--- src/rtl/switch_debounce.sv ---
// Two-bit slide-switch conditioner: 2-flop synchroniser plus independent per-bit stability counters.
// Latency: a held input change reaches sw_out DEBOUNCE_CYCLES+1 edges after it is first sampled.
// Backpressure: none, free-running every cycle. Optional macro CHG_PULSE_EN adds the chg_pulse strobe port.
module switch_debounce #(
  parameter int DEBOUNCE_CYCLES = 16,
  parameter int CNT_W           = 5
) (
  input  logic       clk,
  input  logic       rst,
  input  logic [0:1] sw_raw,
  output logic [0:1] sw_out,
  output logic       sw_valid
`ifdef CHG_PULSE_EN
  ,
  output logic [0:1] chg_pulse
`endif
);

  // Last counter value before a still-differing bit is accepted.
  localparam logic [CNT_W-1:0] CNT_LAST = CNT_W'(DEBOUNCE_CYCLES - 1);
  // Settle counter needs one extra bit: its terminal value DEBOUNCE_CYCLES+1 may equal 2^CNT_W.
  localparam logic [CNT_W:0]   SETTLE_LAST = (CNT_W + 1)'(DEBOUNCE_CYCLES + 1);

  logic [0:1]            sync0;
  logic [0:1]            sync1;
  logic [0:1][CNT_W-1:0] cnt;
  logic [0:1][CNT_W-1:0] cnt_nxt;
  logic [0:1]            out_nxt;
  logic [CNT_W:0]        settle_cnt;

  // Two-flop synchroniser; only sync1 feeds the debounce logic.
  always_ff @(posedge clk) begin
    if (rst) begin
      sync0 <= '0;
      sync1 <= '0;
    end else begin
      sync0 <= sw_raw;
      sync1 <= sync0;
    end
  end

  // Per-bit next state: count while sync1 differs from sw_out, accept on the last count, clear on bounce.
  always_comb begin
    out_nxt = sw_out;
    cnt_nxt = '0;
    for (int i = 0; i < 2; i++) begin
      if (sync1[i] != sw_out[i]) begin
        if (cnt[i] == CNT_LAST) begin
          out_nxt[i] = sync1[i];
        end else begin
          cnt_nxt[i] = cnt[i] + CNT_W'(1);
        end
      end
    end
  end

  // Debounce state register: output levels and per-bit stability counters.
  always_ff @(posedge clk) begin
    if (rst) begin
      sw_out <= '0;
      cnt    <= '0;
    end else begin
      sw_out <= out_nxt;
      cnt    <= cnt_nxt;
    end
  end

  // Post-reset settle timer; sw_valid rises once a full debounce window has elapsed, then sticks.
  always_ff @(posedge clk) begin
    if (rst) begin
      settle_cnt <= '0;
      sw_valid   <= 1'b0;
    end else if (!sw_valid) begin
      if (settle_cnt == SETTLE_LAST) begin
        sw_valid <= 1'b1;
      end else begin
        settle_cnt <= settle_cnt + (CNT_W + 1)'(1);
      end
    end
  end

`ifdef CHG_PULSE_EN
  // Change strobe aligned with the sw_out update; masked until valid so the settle update is silent.
  always_ff @(posedge clk) begin
    if (rst) begin
      chg_pulse <= '0;
    end else begin
      chg_pulse <= (out_nxt ^ sw_out) & {2{sw_valid}};
    end
  end
`endif

endmodule
--- config.mk ---
export PLATFORM = sky130hd
export DESIGN_NAME = switch_debounce
export DESIGN_NICKNAME = d
export VERILOG_FILES = /design/src/rtl/switch_debounce.sv
export SDC_FILE = /design/constraint.sdc
export NUM_CORES = 1
export LEC_CHECK = 0
export CORE_ASPECT_RATIO = 1.1
export CORE_UTILIZATION = 49
export CTS_CLUSTER_SIZE = 25
export DETAILED_ROUTE_END_ITERATION = 12
export HOLD_SLACK_MARGIN = 0.12
export PLACE_DENSITY = 0.72
export SYNTH_ARGS = -nofsm -noshare
export SYNTH_HDL_FRONTEND = slang
export SYNTH_SLANG_ARGS = --single-unit
--- constraint.sdc ---
create_clock -name clk -period 1.6 [get_ports clk]
set_clock_uncertainty 0.1 [all_clocks]
set_input_delay 0.32 -clock clk [delete_from_list [all_inputs] [get_ports clk]]
set_output_delay 0.32 -clock clk [all_outputs]
set_load 0.005 [all_outputs]
# Word level (Yosys, flattened, before mapping)
# Index checks and enable logic that the tools add are counted.
# Widths: inputs -> output; s select.
# classes
addsub	3
n_eq_ne	5
n_mux	2
bitwise	4
n_reduce_logical	5
# ops
cell	n
$add 5x1->5 const B	2
$eq 5x4->1 const B	2
$add 6x1->6 const B	1
$eq 6x5->1 const B	1
$reduce_and 2->1	3
$reduce_or 3->1	2
$not 1->1	4
$mux 1	2
$ne 1x1->1	2
# word_totals
reg_bits	23
in_bits	4
out_inout_bits	3
wordCells	27

# Logic depth before layout (Yosys ltp)
# logic_depth
ltp_word	3
mapped_depth	5
ltp_nobuf	5

# Worst setup path after synthesis
# No wires, ideal clock.
# synth_timing
path_kind	register to register
from	register cnt[5] in the netlist's numbering
to	register cnt[7] in the netlist's numbering
setup_time_ns	0.065
arrival_time_ns	1.402
required_time_ns	1.435
path_slack_ns	0.033
stages_incl_launch_ff	6
n_path_buf	0
synth_period_minus_slack_ns	1.567
cell_sequence	dfxtp_1 -> ha_1 -> and3_1 -> ha_1 -> or3_1 -> nor2_1
# synth_between
elab_chain_cells	2
elab_cells_between_ends	3
classes_between	add/sub: 1; eq/ne: 1; reduce/logical: 1
# synth_lines
item	line	source
start, declared	26	logic [0:1][CNT_W-1:0] cnt;
start signal, assigned	64	cnt <= cnt_nxt;
parallel branches: the longest is 2 deep, another holds $add 5x1->5	n/a	
# Parallel ways; which one is timed is not known.
# A chain may end at the register's enable or synchronous reset.

# Worst setup path in the final report
# layout_timing
from	register sw_out[0] in the netlist's numbering
to	output sw_out[0] in the netlist's numbering
# layout_lines
item	line	source
start, declared	11	output logic [0:1] sw_out,
start signal, assigned	63	sw_out <= out_nxt;
# No word-level cell between the ends.

==> metrics.yaml <==
path_buf_inv: 1
dr.pass1.iters: 4
path_cells: "clkdlybuf4s50_1"
finalCriticalPeriod_ps: 1560
cellInternalPower_uw: 775
seq_area_sq_um: 469
clk_latency_ps: 310
leakage_uw: 0.000494
r2r_end: "cnt[7]$_SDFF_PP0_"
yosysUniqueCellTypes: 28
dp_slack_ps: -71.8
cts_max_path_buffers: 2
ir_drop_mv: 0.637
power.switching_uw: 268
gp_congestion: 0.716
routed_wl_mm: 1.45
cp_max_fo: 2
grt_pass1_wl_mm: 2.51
h-tree-depth: 1
die_w_microns: 43.7
syn_nets: 103
finalPower_uw: 1040
syn_avg_cell_area_sq_um: 10.1
ys_warn_count: 0
switching_share_pct: 25.7
rows: 16
clockRootBuffer: "clkbuf_4"
finalHoldViolCount: 0
final-setup-viol-count: 0
grt_pass1_vias: 641
post-dp-hpwl_mm: 1.08
critPathSlowestCell: "clkdlybuf4s50_1"
hold_start: "sync0[0]$_SDFF_PP0_"
core_sq_um: 1780
die_y_microns: 47.9
grt.met3_usage_pct: 2.26
drive_gt1_share_pct: 28.6
seq_power_share_pct: 61.0
outcome: "finished clean"
busiest_layer: "met2"
drtIter0Drc: 7
num_antenna_cells: 0
synth-seq-area-share_pct: 49.1
use_met2_pct: 30.1
combPwrFrac_pct: 13.8
cellPowerDensity_nw_per_um2: 896
cts.sinks: 23
finalSetupTns_ps: 0
tightest_slew_ps: 310
slew_viol_final: 0
ys_ff_latch: 23
crit_required_ps: 1180
crit_arrival_ps: 1140
whs_endpoint: "sync1[0]$_SDFF_PP0_"
rr_worst_depth: 5
vias: 680
io_buffers: 6
path_class: "reg2out"
via_per_inst: 5.23
postRouteAntennaNets: 0
multi_input_area_sq_um: 479
grt-ovfl-total: 0
initial_core_util_pct: 52.6
grt.total_usage_pct: 16.7
worstHoldPathType: "reg2reg"
fin_nets: 123
antenna_found_initial: 0
path_delay_family: "buffers and inverters"
endpoint_kind: "primary output"
die_area_sq_um: 2090
maxCapViolCount: 0
power_frac_clock_pct: 25.2
hold_depth: 1
tritoncts: "built"
setup_ws_ps: 44.8
cts_buffers: 3
grt_max_degree: 13
clk_pin_slew_ps: 110
netlist_area_sq_um: 937
fin_crit_sh_pct: 97.2
timing.rr.start: "cnt[5]$_SDFF_PP0_"
reg2reg_slack_ps: 50
worst_setup_path_start_kind: "flop"
relSlewSlack_pct: 79.2
nFillCells: 167
use_met1_pct: 18.6
wl_per_cell_microns: 11.1
netlist_instances: 93
slowest_delay_ps: 490
ios: 7
fmax_mhz: 643
area_growth_pct: 24.2
drc: 0
==> synthesized netlist by cell type <==
library cell,number,area [sq um]
xor2_1,2,17.5
nand2b_4,1,13.8
dfxtp_1,23,460
xnor2_1,5,43.8
a21o_1,1,7.51
a211o_1,1,8.76
and4b_1,1,10.0
a21oi_1,3,15.0
o2111ai_1,1,8.76
nand3_1,2,10.0
o21ai_0,1,5.00
inv_1,5,18.8
nor2b_1,7,43.8
nand4b_1,1,8.76
ha_1,6,75.1
nor3b_2,1,12.5
nand2_1,3,11.3
nor2_1,14,52.6
a211oi_1,1,7.51
or4_1,2,15.0
and3_1,2,12.5
or3_1,3,18.8
mux2_4,1,15.0
nand3_2,1,10.0
nand2b_1,1,6.26
clkbuf_1,1,3.75
buf_2,1,5.00
mux2i_1,2,20.0
==> state kept, by name, indices dropped and copies added, names as in the netlist <==
signal / cells
cnt: 10
settle_cnt: 6
sw_out: 2
sw_valid: 1
sync0: 2
sync1: 2
==> placed cells by master, fill, tap and decap left out, drive strengths merged <==
master,count
or3,3
xnor2,5
nand2b,2
clkdlybuf4s50,4
or4,2
nand4b,1
o2111ai,1
a211o,1
mux2i,2
and4b,1
ha,6
a21oi,3
buf,11
nand3,3
mux2,1
o21ai,1
dlymetal6s2s,2
dfxtp,23
nor2,14
inv,5
and3,2
nor2b,7
nand2,3
xor2,2
a21o,1
nor3b,1
a211oi,1
clkbuf,4
==> power by group through the flow <==
stage	Clock [uW]	Combinational, uW	Sequential [uW]
CTS	272	145	636
global route	297	173	642
finish	263	144	637
global placement	0	137	649
floorplan	0	111	644
detailed placement	0	144	651
==> cell type report <==
cell class | count | share of cell area (%)
Inverter | 5 | 1.61
Clock buffer | 4 | 2.26
Sequential cell | 23 | 40.3
Tap cell | 18 | 1.94
Multi-Input combinational cell | 63 | 41.2
Timing Repair Buffer | 17 | 12.7
==> through the flow <==
| step | hold slack [ps] | instance area [sq um] | cells | util [%] |
|---|---|---|---|---|
| global placement | 317 | 1070 | 123 | 60.1 |
| finish | 352 | 1160 | 130 | 65.3 |
| detailed placement | 327 | 1070 | 123 | 60.1 |
| floorplan | 314 | 937 | 93 | - |
| CTS | 355 | 1130 | 129 | 63.3 |
| global route | 376 | 1160 | 130 | 65.3 |
==> metal layers <==
layer | vias to the layer above | share of wire (%)
met4 | 0 | 2.1
met1 | 320 | 45
met2 | 4 | 52
li1 | 352 | -
met5 | - | 0
met3 | 4 | 1.2
==> repair_timing <==
action | in CTS | in global routing
resized for setup | 6 | 11
setup endpoints to repair | 13 | 11
hold buffers | 0 | 0
pin swaps | 1 | 3
setup buffers | 2 | 1
==> kinds of logic after synthesis <==
| logic type | after synthesis | share of synthesized area (%) |
|---|---|---|
| adders and majority gates | 6 | 8.01 |
| AOI/OAI and AO/OA | 8 | 5.61 |
| xor gates and xnor gates | 7 | 6.54 |
| buffers and inverters | 7 | 2.94 |
| and+or+nand+nor | 39 | 24.0 |
| DFF | 23 | 49.1 |
| muxes | 3 | 3.74 |
==> how the worst max path moves through the flow <==
stage                                      start  cells past startpoint  slack [ps]                    endpoint
final                     sw_out[0]$_SDFFE_PP0P_                      1          40                   sw_out[0]
after global routing           cnt[5]$_SDFF_PP0_                      5          -5           cnt[7]$_SDFF_PP0_
after CTS                 sw_out[1]$_SDFFE_PP0P_                      1           3                   sw_out[1]
after detailed placement                     rst                      3         -70           cnt[7]$_SDFF_PP0_
after global placement                       rst                      3         -40  settle_cnt[0]$_SDFFE_PP0P_
after floorplan                cnt[5]$_SDFF_PP0_                      5          30           cnt[7]$_SDFF_PP0_
No activity file was read; power rests on OpenSTA's default activity.
